==> config.mk <==
export PLATFORM = sky130hd
export DESIGN_NAME = except_ctrl
export DESIGN_NICKNAME = d
export VERILOG_FILES = /design/src/rtl/except_ctrl_pkg.sv /design/src/rtl/except_ctrl.sv
export SDC_FILE = /design/constraint.sdc
export NUM_CORES = 1
export LEC_CHECK = 0
export CORE_MARGIN = 10
export CORE_UTILIZATION = 41
export DETAILED_ROUTE_END_ITERATION = 12
export PLACE_DENSITY = 0.86
export REMOVE_ABC_BUFFERS = 1
export SKIP_LAST_GASP = 1
export SLEW_MARGIN = 20
export SYNTH_ARGS = -nofsm -noshare
export SYNTH_HDL_FRONTEND = slang
export SYNTH_SLANG_ARGS = --single-unit
==> constraint.sdc <==
create_clock -name clk -period 3.46 [get_ports clk]
set_clock_uncertainty 0.05 [all_clocks]
set_input_delay 0.865 -clock clk [delete_from_list [all_inputs] [get_ports clk]]
set_output_delay 0.865 -clock clk [all_outputs]
set_load 0.005 [all_outputs]
==> src/rtl/except_ctrl_pkg.sv <==
// Shared exception-controller constants: CP0 event codes, FSM states and the
// default handler entry address.
package except_ctrl_pkg;

  localparam logic [31:0] EXC_VECTOR_DEFAULT = 32'h0000_0040;

  localparam logic [31:0] EXCTYPE_NONE    = 32'h0000_0000;
  localparam logic [31:0] EXCTYPE_INT     = 32'h0000_0004;
  localparam logic [31:0] EXCTYPE_SYSCALL = 32'h0000_0100;
  localparam logic [31:0] EXCTYPE_ERET    = 32'h0000_0200;

  typedef enum logic [1:0] {
    ST_IDLE,
    ST_ENTER,
    ST_REDIRECT
  } exc_state_e;

endpackage

==> src/rtl/except_ctrl.sv <==
// Commit-stage exception controller: accepts interrupt/syscall/eret, reports
// the event to CP0 for one cycle, then flushes and redirects fetch.
module except_ctrl
  import except_ctrl_pkg::*;
#(
  parameter logic [31:0] EXC_VECTOR = EXC_VECTOR_DEFAULT
) (
  input  logic        clk,
  input  logic        rst,
  input  logic        inst_valid,
  input  logic [31:0] inst_pc,
  input  logic        is_syscall,
  input  logic        is_eret,
  input  logic [31:0] status,
  input  logic [31:0] cause,
  input  logic [31:0] epc,
  input  logic        intimer,
  output logic [31:0] excptype,
  output logic [31:0] excpc,
  output logic        flush,
  output logic [31:0] newpc,
  output logic        newpc_valid
);

  exc_state_e  r_state;
  logic        r_int_pend;
  logic [31:0] r_target;

  logic        w_int_req;
  logic        w_idle_valid;
  logic        w_accept_int;
  logic        w_accept_sys;
  logic        w_accept_eret;
  logic        w_unused_bits;

  assign w_unused_bits = ^{status[31:16], status[9:2], cause[31:16], cause[9:0]};

  always_comb begin
    w_int_req     = status[0] & ~status[1] &
                    ((|(cause[15:10] & status[15:10])) | (intimer & status[15]));
    w_idle_valid  = (r_state == ST_IDLE) & inst_valid;
    w_accept_int  = w_idle_valid & r_int_pend;
    w_accept_sys  = w_idle_valid & ~r_int_pend & is_syscall;
    w_accept_eret = w_idle_valid & ~r_int_pend & ~is_syscall & is_eret;
  end

  always_ff @(posedge clk) begin
    if (rst) begin
      r_state     <= ST_IDLE;
      r_int_pend  <= 1'b0;
      r_target    <= '0;
      excptype    <= EXCTYPE_NONE;
      excpc       <= '0;
      flush       <= 1'b0;
      newpc       <= '0;
      newpc_valid <= 1'b0;
    end else begin
      // Pending interrupt only arms in IDLE but drops whenever the request goes away.
      if (w_accept_int || !w_int_req)
        r_int_pend <= 1'b0;
      else if (r_state == ST_IDLE)
        r_int_pend <= 1'b1;

      excptype    <= EXCTYPE_NONE;
      excpc       <= '0;
      flush       <= 1'b0;
      newpc_valid <= 1'b0;

      unique case (r_state)
        ST_IDLE: begin
          if (w_accept_int || w_accept_sys || w_accept_eret) begin
            r_state  <= ST_ENTER;
            flush    <= 1'b1;
            excpc    <= inst_pc;
            r_target <= w_accept_eret ? epc : EXC_VECTOR;
            if (w_accept_int)
              excptype <= EXCTYPE_INT;
            else if (w_accept_sys)
              excptype <= EXCTYPE_SYSCALL;
            else
              excptype <= EXCTYPE_ERET;
          end
        end
        ST_ENTER: begin
          r_state     <= ST_REDIRECT;
          flush       <= 1'b1;
          newpc       <= r_target;
          newpc_valid <= 1'b1;
        end
        ST_REDIRECT: r_state <= ST_IDLE;
        default:     r_state <= ST_IDLE;
      endcase
    end
  end

endmodule

; Word-level counts from Yosys, hierarchy flattened
; Index checks and enable logic that the tools add are counted.
[word_totals]
ff_bits = 111
inputBits = 134
wordCells = 45
[classes]
n_eq_ne = 2
muxes = 8
n_bitwise = 16
reduce_logical = 10
[op_table]
columns = op, n
row1 = 2-to-1 mux 32 bit, 1
row2 = 2-to-1 mux 10 bit, 1
row3 = AND 1 bit, 9
row4 = AND 6 bit, 1
row5 = OR reduction 6 bit, 1
row6 = NOT 1 bit, 5
row7 = case mux 2 bit (2 select lines), 1
row8 = OR reduction 4 bit, 1
row9 = logical OR 1 bit, 3
row10 = 2-to-1 mux 3 bit, 1
row11 = OR reduction 3 bit, 1
row12 = == test 2 x 1 -> 1 bit (second input constant), 1
row13 = zero test 2 bit, 1
row14 = 2-to-1 mux 1 bit, 2
row15 = 2-to-1 mux 2 bit, 1
row16 = != test 2 x 1 -> 1 bit (second input constant), 1
row17 = case mux 1 bit (2 select lines), 1
row18 = AND reduction 2 bit, 1
row19 = OR reduction 2 bit, 1
row20 = zero test 1 bit, 1
row21 = bitwise OR 1 bit, 1

; Logic depth before layout (Yosys ltp)
[depth]
word_depth = 8
ltp_mapped = 5

; Worst setup path before layout
; OpenSTA, ideal clock, no wires.
[synth_path]
path_type = input to register
startpoint = input port is_syscall
endpoint = register r_target[13]
setup_time_ps = 90
arrival_ps = 1810
slack_ps = 1510
path_stages = 5
path_buffers = 2
cell_sequence = or3_1 and2_1 buf_6 buf_12 o32ai_4
[synth_via]
elab_chain_cells = 5
[synth_rtl]
columns = element, line
row1 = start: declaration, except_ctrl.sv:12  ; input logic is_syscall,
row2 = NOT 1 bit, except_ctrl.sv:44  ; w_accept_eret = w_idle_valid & ~r_int_pend & ~is_syscall & is_eret;
row3 = AND 1 bit (2 in series), except_ctrl.sv:44
row4 = logical OR 1 bit, except_ctrl.sv:71  ; if (w_accept_int || w_accept_sys || w_accept_eret) begin
row5 = AND reduction 2 bit (no source line), n/a
row6 = end signal: assignment, except_ctrl.sv:75  ; r_target <= w_accept_eret ? epc : EXC_VECTOR;
row7 = end: declaration, except_ctrl.sv:27  ; logic [31:0] r_target;
; Parallel ways exist; a longest one is shown, timed or not.
; A chain may end at the register's enable or synchronous reset.

; Worst setup path after layout
[layout_path]
startpoint = input port inst_valid
endpoint = register excpc[16]
[layout_via]
elab_chain_cells = 7
[layout_rtl]
columns = element, line
row1 = start: declaration, except_ctrl.sv:10  ; input logic inst_valid,
row2 = AND 1 bit (*), except_ctrl.sv:41  ; w_idle_valid = (r_state == ST_IDLE) & inst_valid;
row3 = AND 1 bit, "except_ctrl.sv:43, except_ctrl.sv:44"
row4 = "AND 1 bit, on equally long branches", "except_ctrl.sv:44, except_ctrl.sv:43"
row5 = AND 1 bit / logical OR 1 bit (equally long branches), "except_ctrl.sv:44, except_ctrl.sv:71"
row6 = logical OR 1 bit (*), except_ctrl.sv:71
row7 = NOT 1 bit (no source line) (*), n/a
row8 = OR reduction 3 bit (no source line) (*), n/a
row9 = end signal: assignment, except_ctrl.sv:74  ; excpc <= inst_pc;
row10 = end: declaration, except_ctrl.sv:19  ; output logic [31:0] excpc,
; Mark *: on every way between the ends. The rest lies on a longest branch, timed or not.

==> flow_metrics.tcl <==
set metrics [dict create \
    final.setup.tns_ns 0 \
    synth_top_area_share 0.5256 \
    grt_setup_unrepaired "false" \
    worst-setup-path-type "input pin to register" \
    netlist_area_um2 3961 \
    layout.filler_cells 766 \
    fin_worst_hold_slack_ns 0.4018 \
    worst_hold_path_cells 2 \
    first_pass_grt_wire_length_um 17390 \
    run_status "finished, final reports clean" \
    drt_first_iter_violations 112 \
    power.ir.vdd_worst_mv 0.2567 \
    avg_inst_size_synth_um2 9.733 \
    worst-endpoint-required_ns 3.70 \
    worst_setup_path_end_kind "register" \
    layout_commonest_cell "clkdlybuf4s50_1" \
    timing.final.ws_setup_ns 1.046 \
    number_of_global_route_vias_before_repair 3317 \
    clock_tree.root_cell "clkbuf_8" \
    initial_utilization 0.4247 \
    max-clock-path-buffers 2 \
    reg2reg_to "excpc[16]" \
    pre_cts_ws_ns 0.6510 \
    clock_tree.htree_level_count 3 \
    antenna_violating_nets_post_route 0 \
    report.final.setup_viol 0 \
    num_rows 35 \
    vias_per_cell 4.559 \
    cp.arrival_ns 2.65 \
    synth_seq_cells 104 \
    core_um2 9328 \
    place_congestion 0.7420 \
    tightestPinTransition_ns 0.7740 \
    timing.critical_path.slowest_stage_cell "and3_1" \
    final-hold-violation-count 0 \
    clock_latency_ns 0.35 \
    synth_area_leader_cell "dfxtp_1" \
    timing.critical_path.from_type "input pin" \
    placement.io_buffers 152 \
    antenna_found_initial 0 \
    final_max_slew_viol_count 0 \
    min_from "r_target[26]" \
    path_cells "clkdlybuf4s50_1, nor3b_2, and3_1, and2_1" \
    worst_hold_path.endpoint "newpc[26]" \
    cts_made_buffers 9 \
    route.detailed.wl_per_inst_um 15.56 \
    final_net_count 683 \
    die_height_um 118.3 \
    tritoncts_num_sinks 104 \
    post_cts.repair.setup_buffers 0 \
    die-area_um2 13990 \
    cts_tree "built" \
    dp.final_hpwl_um 8354 \
    drt_wl_total_um 10630 \
    cts.repair.resized 0 \
    powerDensity_nw_per_um2 407.8 \
    share_of_cells_above_drive_strength_1 0.1047 \
    chipWidth_um 118.3 \
    grtUsageTotal 0.1527 \
    multi_input_comb_area_um2 1496 \
    num_io_pins 232 \
    diodes 0 \
    route.detailed.drc 0 \
    seqCellArea_um2 2082 \
    synth.area.top_cells "dfxtp_1 (53%), o32ai_2 (11%), nand2_1 (9.1%), and2_1 (5.5%), buf_4 (5.5%)" \
    cellLeakagePower_nw 2.040 \
    hold_class "register to register" \
    sequential_share_of_the_synthesized_area 0.5256 \
    worst-path-max-fanout 33 \
    vias 3114 \
    mostFrequentLayoutCells "clkdlybuf4s50_1 (151), dfxtp_1 (104), nand2_1 (95), and2_1 (34), a21oi_1 (32)" \
    max_freq_mhz 414.3 \
    clk_pin_slew_worst_paths_ns 0.10 \
    cts_hold_repair.buffers 0 \
    worst_stage_delay_on_the_critical_path_ns 0.74 \
    regToRegSetupSlack_ns 1.60 \
    ys_types 32 \
    yosysWarningCount 0 \
    period_minus_slack_ns 2.414 \
    netlist_instances 407 \
    worst_r2r_path_depth 3 \
    layout_worst_path_cycle_share 0.6977 \
    max-cap-violations 0 \
    grt.overflow.total 0 \
    layout-area-overhead-vs-synth_pct 42.99 \
    max-slew-margin-rel 0.4840 \
    drt_first_pass_iters 4 \
    pin_count_of_the_biggest_net_entering_global_routing 60 \
    r2r_start "r_state[0]" \
    finish.utilization 0.6072 \
]
final cells by class:
cell class                      instances  share of cell area
Clock inverter                          6             0.01281
Tap cell                              129             0.02850
Clock buffer                           10             0.02430
Sequential cell                       104              0.3676
Inverter                               32             0.02121
Multi-Input combinational cell        243              0.2642
Timing Repair Buffer                  159              0.2814
how the worst max path moves through the flow:
stage	slack (ns)	cells past startpoint	startpoint	end
6_report	1.05	4	inst_valid	excpc[16]
5_1_grt	0.83	4	inst_valid	excpc[16]
4_1_cts	1.01	4	inst_valid	excpc[16]
3_5_place_dp	0.65	4	inst_valid	excpc[16]
3_3_place_gp	0.76	5	inst_valid	r_target[7]
2_1_floorplan	0.76	3	inst_valid	r_target[6]
flip-flops by register name (all words and copies together), names as in the netlist:
name         count
newpc           32
r_state          2
newpc_valid      1
excpc           32
excptype         3
r_target        32
r_int_pend       1
flush            1
through the flow:
step | area, um^2 | power, mW | instances
floorplan | 3692 | 1.368 | 379
global placement | 5454 | 1.554 | 667
detailed placement | 5454 | 1.561 | 667
CTS | 5664 | 2.343 | 683
global route | 5664 | 2.423 | 683
finish | 5664 | 2.310 | 683
critical path: cells and delay by family:
family / cells / cell delay [ns]
buffers and inverters: 1 / 0.44
AND/OR/NAND/NOR: 3 / 1.33
cell families (layout without fill, tap and decap cells):
logic type / count (synthesis) / after routing / share of synthesized area
flip-flops: 104 / 104 / 0.5256
AND/OR/NAND/NOR: 144 / 144 / 0.1677
AO/OA/AOI/OAI: 70 / 70 / 0.1810
other: 1 / 29 / 0.0009467
buffers and inverters: 88 / 207 / 0.1248
where the power goes:
part | internal, mW | switching, mW | leakage, nW | total (mW)
registers | 1.23 | 0.0143 | 0.843 | 1.24
clock network | 0.364 | 0.415 | 0.104 | 0.779
logic | 0.161 | 0.127 | 1.09 | 0.287
synthesized netlist by cell type, drive strengths merged:
master / count
clkbuf: 14
and4b: 1
a222oi: 1
nor2b: 1
nand2: 96
and2: 35
inv: 31
dfxtp: 104
a22oi: 1
clkinv: 1
o211ai: 1
conb: 1
buf: 42
a211oi: 1
o32ai: 31
a21oi: 32
and3: 4
nor3b: 2
or3: 1
nand2b: 1
o21a: 1
o21ai: 1
o221a: 1
nor2: 3
layer usage:
layer / global-route usage / vias to the layer above / part of all wire
li1: - / 1545 / -
met1: 0.1514 / 1428 / 0.37
met2: 0.2476 / 132 / 0.47
met3: 0.1061 / 9 / 0.15
met4: 0.05487 / 0 / 0.011
met5: 0 / - / 0
Note: power is estimated with default switching activity, not from simulation.
